File: src/rtl/x1_pkg.sv
// Shared definitions for the X1 IPL loader: FSM encoding and fill constants.
package x1_pkg;

    typedef enum logic [2:0] {
        StIdle,
        StLoad,
        StFill,
        StRelease,
        StDone
    } ipl_state_e;

    // Unwritten IPL bytes are padded with this value.
    localparam logic [7:0] FillByte = 8'hFF;

    // byte_count saturates here instead of wrapping.
    localparam logic [13:0] ByteCountMax = 14'h3FFF;

endpackage

File: src/rtl/x1_ipl_loader_if.sv
// Host download stream (ioctl_*) and IPL dpram write port (ipl_*).
interface x1_ipl_loader_if;

    logic        ioctl_download;
    logic [7:0]  ioctl_index;
    logic        ioctl_wr;
    logic [24:0] ioctl_addr;
    logic [7:0]  ioctl_dout;

    logic        ipl_we;
    logic [12:0] ipl_addr;
    logic [7:0]  ipl_data;

    // Host side: streams the file, observes the dpram writes.
    modport master (
        output ioctl_download, ioctl_index, ioctl_wr, ioctl_addr, ioctl_dout,
        input  ipl_we, ipl_addr, ipl_data
    );

    // Loader side: consumes the stream, drives the dpram port.
    modport slave (
        input  ioctl_download, ioctl_index, ioctl_wr, ioctl_addr, ioctl_dout,
        output ipl_we, ipl_addr, ipl_data
    );

endinterface

File: src/rtl/x1_ipl_loader.sv
// Copies the selected download into the IPL dpram, pads the rest of the window
// with 0xFF, then keeps the CPUs in reset for HOLD more cycles before release.
module x1_ipl_loader
    import x1_pkg::*;
#(
    parameter logic [7:0]  INDEX = 8'h00,
    parameter int unsigned SIZE  = 4096,
    parameter int unsigned HOLD  = 16
) (
    input  logic              clk_sys,
    input  logic              reset,
    x1_ipl_loader_if.slave    bus,
    output logic              cpu_hold,
    output logic              loaded,
    output logic              overflow,
    output logic [13:0]       byte_count,
    output logic [7:0]        checksum
);

    localparam logic [24:0] SizeAddr = 25'(SIZE);
    localparam logic [13:0] SizePtr  = 14'(SIZE);
    localparam logic [15:0] HoldLast = 16'(HOLD - 1);

    ipl_state_e  r_state, w_state;
    logic        r_sel;
    logic        r_we, w_we;
    logic [12:0] r_addr, w_addr;
    logic [7:0]  r_data, w_data;
    logic        r_overflow, w_overflow;
    logic [13:0] r_count, w_count;
    logic [7:0]  r_sum, w_sum;
    logic [13:0] r_fill_ptr, w_fill_ptr;
    logic [15:0] r_rel_cnt, w_rel_cnt;

    logic        w_sel;
    logic        w_sel_rise;
    logic [13:0] w_addr_next;
    logic [13:0] w_fill_inc;

    assign w_sel       = bus.ioctl_download && (bus.ioctl_index == INDEX);
    assign w_sel_rise  = w_sel && !r_sel;
    assign w_addr_next = {1'b0, bus.ioctl_addr[12:0]} + 14'd1;
    assign w_fill_inc  = r_fill_ptr + 14'd1;

    // State and datapath registers; r_sel resets high so a download that is
    // still active when reset drops is not mistaken for a new one.
    always_ff @(posedge clk_sys) begin
        if (reset) begin
            r_state    <= StIdle;
            r_sel      <= 1'b1;
            r_we       <= 1'b0;
            r_addr     <= '0;
            r_data     <= '0;
            r_overflow <= 1'b0;
            r_count    <= '0;
            r_sum      <= '0;
            r_fill_ptr <= '0;
            r_rel_cnt  <= '0;
        end else begin
            r_state    <= w_state;
            r_sel      <= w_sel;
            r_we       <= w_we;
            r_addr     <= w_addr;
            r_data     <= w_data;
            r_overflow <= w_overflow;
            r_count    <= w_count;
            r_sum      <= w_sum;
            r_fill_ptr <= w_fill_ptr;
            r_rel_cnt  <= w_rel_cnt;
        end
    end

    // Next-state and write generation; a new selected download overrides all.
    always_comb begin
        w_state    = r_state;
        w_we       = 1'b0;
        w_addr     = r_addr;
        w_data     = r_data;
        w_overflow = r_overflow;
        w_count    = r_count;
        w_sum      = r_sum;
        w_fill_ptr = r_fill_ptr;
        w_rel_cnt  = r_rel_cnt;

        unique case (r_state)
            StLoad: begin
                // A strobe on the cycle download falls is still taken.
                if (bus.ioctl_wr) begin
                    if (bus.ioctl_addr < SizeAddr) begin
                        w_we   = 1'b1;
                        w_addr = bus.ioctl_addr[12:0];
                        w_data = bus.ioctl_dout;
                        w_sum  = r_sum + bus.ioctl_dout;
                        if (r_count != ByteCountMax) begin
                            w_count = r_count + 14'd1;
                        end
                        if (w_addr_next > r_fill_ptr) begin
                            w_fill_ptr = w_addr_next;
                        end
                    end else begin
                        w_overflow = 1'b1;
                    end
                end
                if (!bus.ioctl_download) begin
                    w_state = StFill;
                end
            end
            StFill: begin
                w_rel_cnt = '0;
                if (r_fill_ptr < SizePtr) begin
                    w_we       = 1'b1;
                    w_addr     = r_fill_ptr[12:0];
                    w_data     = FillByte;
                    w_fill_ptr = w_fill_inc;
                    if (w_fill_inc == SizePtr) begin
                        w_state = StRelease;
                    end
                end else begin
                    w_state = StRelease;
                end
            end
            StRelease: begin
                if (r_rel_cnt == HoldLast) begin
                    w_state = StDone;
                end else begin
                    w_rel_cnt = r_rel_cnt + 16'd1;
                end
            end
            StIdle, StDone: begin
            end
            default: begin
                w_state = StIdle;
            end
        endcase

        if (w_sel_rise && (r_state != StLoad)) begin
            w_state    = StLoad;
            w_we       = 1'b0;
            w_overflow = 1'b0;
            w_count    = '0;
            w_sum      = '0;
            w_fill_ptr = '0;
            w_rel_cnt  = '0;
        end
    end

    assign bus.ipl_we   = r_we;
    assign bus.ipl_addr = r_addr;
    assign bus.ipl_data = r_data;

    assign cpu_hold   = (r_state != StDone);
    assign loaded     = (r_state == StDone);
    assign overflow   = r_overflow;
    assign byte_count = r_count;
    assign checksum   = r_sum;

endmodule

File: src/flat_wrapper.sv
// flat-port wrapper written by rule: the top's interface ports become plain ports
module x1_ipl_loader_flat import x1_pkg::*;
#(
    parameter logic [7:0]  INDEX = 8'h00,
    parameter int unsigned SIZE  = 4096,
    parameter int unsigned HOLD  = 16
)
  (clk_sys, reset, cpu_hold, loaded, overflow, byte_count, checksum, bus_ioctl_download, bus_ioctl_index, bus_ioctl_wr, bus_ioctl_addr, bus_ioctl_dout, bus_ipl_we, bus_ipl_addr, bus_ipl_data);
  x1_ipl_loader_if bus_i ();
  input  logic clk_sys;
  input  logic reset;
  output logic cpu_hold;
  output logic loaded;
  output logic overflow;
  output logic [13:0] byte_count;
  output logic [7:0] checksum;
  input wire logic [$bits(bus_i.ioctl_download)-1:0] bus_ioctl_download;
  input wire logic [$bits(bus_i.ioctl_index)-1:0] bus_ioctl_index;
  input wire logic [$bits(bus_i.ioctl_wr)-1:0] bus_ioctl_wr;
  input wire logic [$bits(bus_i.ioctl_addr)-1:0] bus_ioctl_addr;
  input wire logic [$bits(bus_i.ioctl_dout)-1:0] bus_ioctl_dout;
  output wire logic [$bits(bus_i.ipl_we)-1:0] bus_ipl_we;
  output wire logic [$bits(bus_i.ipl_addr)-1:0] bus_ipl_addr;
  output wire logic [$bits(bus_i.ipl_data)-1:0] bus_ipl_data;
  assign bus_i.ioctl_download = bus_ioctl_download;
  assign bus_i.ioctl_index = bus_ioctl_index;
  assign bus_i.ioctl_wr = bus_ioctl_wr;
  assign bus_i.ioctl_addr = bus_ioctl_addr;
  assign bus_i.ioctl_dout = bus_ioctl_dout;
  assign bus_ipl_we = bus_i.ipl_we;
  assign bus_ipl_addr = bus_i.ipl_addr;
  assign bus_ipl_data = bus_i.ipl_data;
  x1_ipl_loader #(.INDEX(INDEX), .SIZE(SIZE), .HOLD(HOLD)) u_core (.clk_sys(clk_sys), .reset(reset), .bus(bus_i), .cpu_hold(cpu_hold), .loaded(loaded), .overflow(overflow), .byte_count(byte_count), .checksum(checksum));
endmodule
File: config.mk
export PLATFORM = sky130hd
export DESIGN_NAME = x1_ipl_loader_flat
export DESIGN_NICKNAME = d
export VERILOG_FILES = /design/src/rtl/x1_pkg.sv /design/src/rtl/x1_ipl_loader_if.sv /design/src/rtl/x1_ipl_loader.sv /design/src/flat_wrapper.sv
export SDC_FILE = /design/constraint.sdc
export NUM_CORES = 1
export LEC_CHECK = 0
export ABC_CLOCK_PERIOD_IN_PS = 2700
export CAP_MARGIN = 20
export CORE_MARGIN = 1
export CORE_UTILIZATION = 47
export DETAILED_ROUTE_END_ITERATION = 12
export GPL_TIMING_DRIVEN = 0
export PLACE_DENSITY_LB_ADDON = 0.08
export SYNTH_ARGS = -nofsm -noshare
export SYNTH_HDL_FRONTEND = slang
export SYNTH_SLANG_ARGS = --single-unit
File: constraint.sdc
create_clock -name clk_sys -period 2.7 [get_ports clk_sys]
set_clock_uncertainty 0.05 [all_clocks]
set_input_delay 0.54 -clock clk_sys [delete_from_list [all_inputs] [get_ports clk_sys]]
set_output_delay 0.54 -clock clk_sys [all_outputs]
set_load 0.02 [all_outputs]
==> impl_results.html <==
<table>
<tr><th>Metric</th><th>Value</th></tr>
<tr><th colspan="2">Clocking</th></tr>
<tr><td>Clock tree from TritonCTS</td><td>done</td></tr>
<tr><td>Number of clock sinks</td><td>between 70 and 80</td></tr>
<tr><td>CTS H-Tree Depth</td><td>3</td></tr>
<tr><td>Clock latency on the worst-skew pair</td><td>around 0.35 ns</td></tr>
<tr><td>Root buf cell</td><td>clkbuf_8</td></tr>
<tr><td>Clock slew at reported path FFs</td><td>roughly 0.090 ns</td></tr>
<tr><td>Number of buffers added by the clock tree synthesis step</td><td>9</td></tr>
<tr><td>Maximum root-to-sink buffer count</td><td>2</td></tr>
<tr><td>Hold-fix buffers, CTS</td><td>0</td></tr>
<tr><th colspan="2">Setup path</th></tr>
<tr><td>Buffers &amp; Inverters on Critical Path</td><td>3</td></tr>
<tr><td>Crit path launch type</td><td>primary input</td></tr>
<tr><td>Largest driver fanout on the critical path</td><td>6</td></tr>
<tr><td>Crit-path slowest cell</td><td>xnor2_1</td></tr>
<tr><td>Required time reported for the critical path endpoint</td><td>between 2 and 3 ns</td></tr>
<tr><td>Data arrival, critical path</td><td>about 3.0 ns</td></tr>
<tr><td>Cell Chain, Critical Path</td><td>buf_8 -&gt; ha_4 -&gt; buf_4 -&gt; nand3_1 -&gt; xnor2_1 -&gt; ha_1 -&gt; o2111a_1 -&gt; o41ai_2 -&gt; and4_4 -&gt; clkbuf_8 -&gt; nor3_1 -&gt; o21a_1</td></tr>
<tr><td>Family with the most delay on the worst path</td><td>compound AO/OA/AOI/OAI gates</td></tr>
<tr><td>Category of the most critical setup path</td><td>in2reg</td></tr>
<tr><td>Delay of the slowest cell on the worst path</td><td>around 0.36 ns</td></tr>
<tr><td>Worst setup EP type</td><td>register</td></tr>
<tr><td>Slack of the worst reg-to-reg path</td><td>~0.090 ns</td></tr>
<tr><th colspan="2">Floorplanning</th></tr>
<tr><td>Die Outline Area</td><td>10420 um^2</td></tr>
<tr><td>Die outline height</td><td>between 100 and 150 um</td></tr>
<tr><td>Die Span X</td><td>102.1 um</td></tr>
<tr><td>Num rows</td><td>36</td></tr>
<tr><td>Initial Util</td><td>between 40% and 50%</td></tr>
<tr><td>Area of the core region</td><td>9729 um^2</td></tr>
<tr><td>Number of top-level design ports</td><td>between 90 and 100</td></tr>
<tr><th colspan="2">Global route</th></tr>
<tr><td>Leftover overflow at the end of global routing</td><td>0</td></tr>
<tr><td>All-Layer GR Usage</td><td>a little over a quarter</td></tr>
<tr><td>Largest net degree at the start of global routing</td><td>14</td></tr>
<tr><td>Antenna violations before repair</td><td>0</td></tr>
<tr><td>Wire length of the first global-routing pass</td><td>21.47 mm</td></tr>
<tr><td>Vias in the first global route</td><td>4442</td></tr>
<tr><th colspan="2">Synth</th></tr>
<tr><td>Net count after synthesis</td><td>about 670</td></tr>
<tr><td>Ys flop type</td><td>dfxtp_1</td></tr>
<tr><td>Post-synthesis cell type count</td><td>57</td></tr>
<tr><td>Asr flop ratio synth</td><td>0%</td></tr>
<tr><td>Instance count of the mapped netlist</td><td>roughly 590</td></tr>
<tr><td>Post-Syn Area per Cell</td><td>a little under 8 um^2</td></tr>
<tr><td>Netlist area before placement</td><td>between 4000 and 5000 um^2</td></tr>
<tr><td>Yosys warns</td><td>0</td></tr>
<tr><td>Sequential element share of the synthesized area</td><td>between 30% and 40%</td></tr>
<tr><td>Number of flip-flops and latches in the synthesized netlist</td><td>between 70 and 80</td></tr>
<tr><td>Number of synthesized flops with an enable pin</td><td>0</td></tr>
<tr><th colspan="2">Pwr</th></tr>
<tr><td>IR Drop Worst-Case VDD</td><td>346.0 uV</td></tr>
<tr><td>Power density over the cells</td><td>~380 nW/um^2</td></tr>
<tr><td>Power Total</td><td>roughly 2.4 mW</td></tr>
<tr><td>P_leak</td><td>roughly 2.3 nW</td></tr>
<tr><th colspan="2">STA</th></tr>
<tr><td>Setup repair after global routing missed its margin</td><td>yes</td></tr>
<tr><td>Maximum achievable frequency</td><td>363.2 MHz</td></tr>
<tr><td>Relative slew margins</td><td>43.38%</td></tr>
<tr><td>Worst-case hold slack</td><td>a little over 0.4 ns</td></tr>
<tr><td>Tmin final</td><td>about 2.8 ns</td></tr>
<tr><td>Final hold violations</td><td>0</td></tr>
<tr><td>Number of pins exceeding their max-slew limit in the final report</td><td>0</td></tr>
<tr><td>Transition at the pin with the smallest max-transition slack</td><td>~0.85 ns</td></tr>
<tr><td>Final setup margin</td><td>-0.05348 ns</td></tr>
<tr><td>Final critical-path share of the clock period</td><td>102.0%</td></tr>
<tr><td>Number of setup violations in the final report</td><td>7</td></tr>
<tr><th colspan="2">Cells and area</th></tr>
<tr><td>Syn-to-layout area delta</td><td>37.93%</td></tr>
<tr><td>Filler Cell Count</td><td>about 870</td></tr>
<tr><td>Layout Nets</td><td>787</td></tr>
<tr><td>Fraction of final layout cells with drive strength greater than 1</td><td>13.65%</td></tr>
<tr><td>Top library cells by usage in the layout, fill and taps aside</td><td>dfxtp_1 (79), clkdlybuf4s50_1 (78), nor2_1 (72)</td></tr>
<tr><td>Number of cells in the finished layout apart from fillers</td><td>~850</td></tr>
<tr><td>Most common library cell in the layout ignoring fill and taps</td><td>dfxtp_1</td></tr>
<tr><td>Diodes inserted</td><td>0</td></tr>
<tr><td>Final core utilization</td><td>66.73%</td></tr>
<tr><th colspan="2">Placed design</th></tr>
<tr><td>Sum of net half-perimeters after detailed placement</td><td>around 10 mm</td></tr>
<tr><td>Routability congestion estimate</td><td>approximately 0.90</td></tr>
<tr><td>Cell Count Post-Placement</td><td>slightly above 800</td></tr>
<tr><td>Count of buffers from port buffering</td><td>91</td></tr>
<tr><td>Place WS</td><td>-1.332 ns</td></tr>
<tr><th colspan="2">Drt</th></tr>
<tr><td>Number of design rule violations left after detail routing</td><td>0</td></tr>
<tr><td>Total met2 wirelength after detailed routing</td><td>about 6.7 mm</td></tr>
<tr><td>Number of iterations in the first detailed-routing pass</td><td>5</td></tr>
<tr><td>DRC marker count from the first detailed-route iteration</td><td>between 300 and 400</td></tr>
<tr><td>Count of vias placed by the detailed router</td><td>between 4000 and 5000</td></tr>
<tr><td>Residual antenna-violating net count after detailed routing</td><td>0</td></tr>
<tr><td>Via density</td><td>between 5 and 6</td></tr>
<tr><td>Highest routing layer actually used</td><td>met4</td></tr>
<tr><td>Wire length per cell</td><td>16.38 um</td></tr>
<tr><td>Detail Route met3 WL</td><td>807 um</td></tr>
<tr><td>Wirelength, routed</td><td>around 14 mm</td></tr>
<tr><td>Met1 wire length</td><td>between 6 and 7 mm</td></tr>
<tr><th colspan="2">Outcome</th></tr>
<tr><td>Result of the run</td><td>finished with violations</td></tr>
<tr><td>Failing checks</td><td>negative setup slack</td></tr>
<tr><th colspan="2">Flow run</th></tr>
<tr><td>Number of max-cap violations</td><td>0</td></tr>
<tr><th colspan="2">Worst hold path</th></tr>
<tr><td>Class of the worst hold path</td><td>in2reg</td></tr>
</table>
==> cell type report <==
cell class	instances	area [um^2]	share of cell area [%]
Buffer	30	157.7	2.428
Multi-Input combinational cell	464	3213	49.49
Tap cell	133	166.4	2.563
Clock inverter	5	106.4	1.638
Sequential cell	79	1582	24.36
Timing Repair Buffer	109	1061	16.34
Inverter	21	78.83	1.214
Clock buffer	10	127.6	1.966
==> cell families (layout without fill, tap and decap cells) <==
family	after synthesis	count (layout)	share of synthesized area (%)
compound gates	112	112	16.21
buf+inv	51	175	4.386
mux	5	5	1.063
xor+xnor	45	45	8.373
fa+ha+maj	28	28	7.602
simple gates	274	274	28.76
flops	79	79	33.60
==> final timing paths <==
kind                          startpoint                      to  cells past startpoint
setup reg to reg    u_core.r_fill_ptr[3]    u_core.r_fill_ptr[5]                     10
setup / recovery       bus_ioctl_addr[1]    u_core.r_fill_ptr[5]                     12
hold reg to reg   u_core.bus.ipl_data[6]  u_core.bus.ipl_data[6]                      2
hold / removal         bus_ioctl_addr[5]  u_core.bus.ipl_addr[5]                      3
==> where the power goes <==
| part | switching, mW | total, mW | internal (mW) |
|---|---|---|---|
| Sequential | 0.000685 | 1.17 | 1.16 |
| Clock | 0.437 | 1.05 | 0.613 |
| Combinational | 0.115 | 0.225 | 0.109 |
| Total | 0.553 | 2.44 | 1.89 |
==> per-stage QoR <==
stage | cell area [um^2] | TNS [ns]
floorplan | 4746 | -0.05741
global placement | 5823 | -49.72
detailed placement | 5828 | -41.86
CTS | 6284 | 0
global route | 6492 | -0.5652
finish | 6492 | -0.2315
==> sequential cells by signal, summed over array words and instances, names as in the netlist <==
name	count
u_core.bus.ipl_we	1
u_core.r_rel_cnt	16
u_core.r_state	3
u_core.r_sel	1
u_core.byte_count	14
u_core.bus.ipl_data	8
u_core.checksum	8
u_core.overflow	1
u_core.r_fill_ptr	14
u_core.bus.ipl_addr	13
==> per-layer routing <==
metal,up-vias,global-route usage [%]
met4,0,10.66
li1,2378,-
met1,2298,34.56
met2,181,44.55
met3,25,4.036
met5,-,0
==> what timing repair did <==
item                                    in CTS  in global routing
cloned                                       1                  0
gates resized for setup                     89                 47
setup buffers                                9                  7
endpoints found under the setup margin      41                 70
pin swaps                                   22                 21
==> synthesized netlist by cell type, types with 16 or more instances <==
master	instances	area, um^2
a21oi_1	32	160.2
ha_1	27	337.8
clkbuf_1	23	86.33
xor2_1	16	140.1
o21ai_0	21	105.1
nor2_1	77	289.0
nand4_1	17	106.4
nand3_1	26	130.1
nor3_1	24	120.1
dfxtp_1	79	1582
inv_1	21	78.83
xnor2_1	29	254.0
nand2_1	69	259.0
==> worst min-delay path, delay by kind of cell <==
kind	cells	cell delay, ns
simple gates	1	0.05
compound gates	1	0.08
buf+inv	1	0.10
No activity file was read; power rests on OpenSTA's default activity.
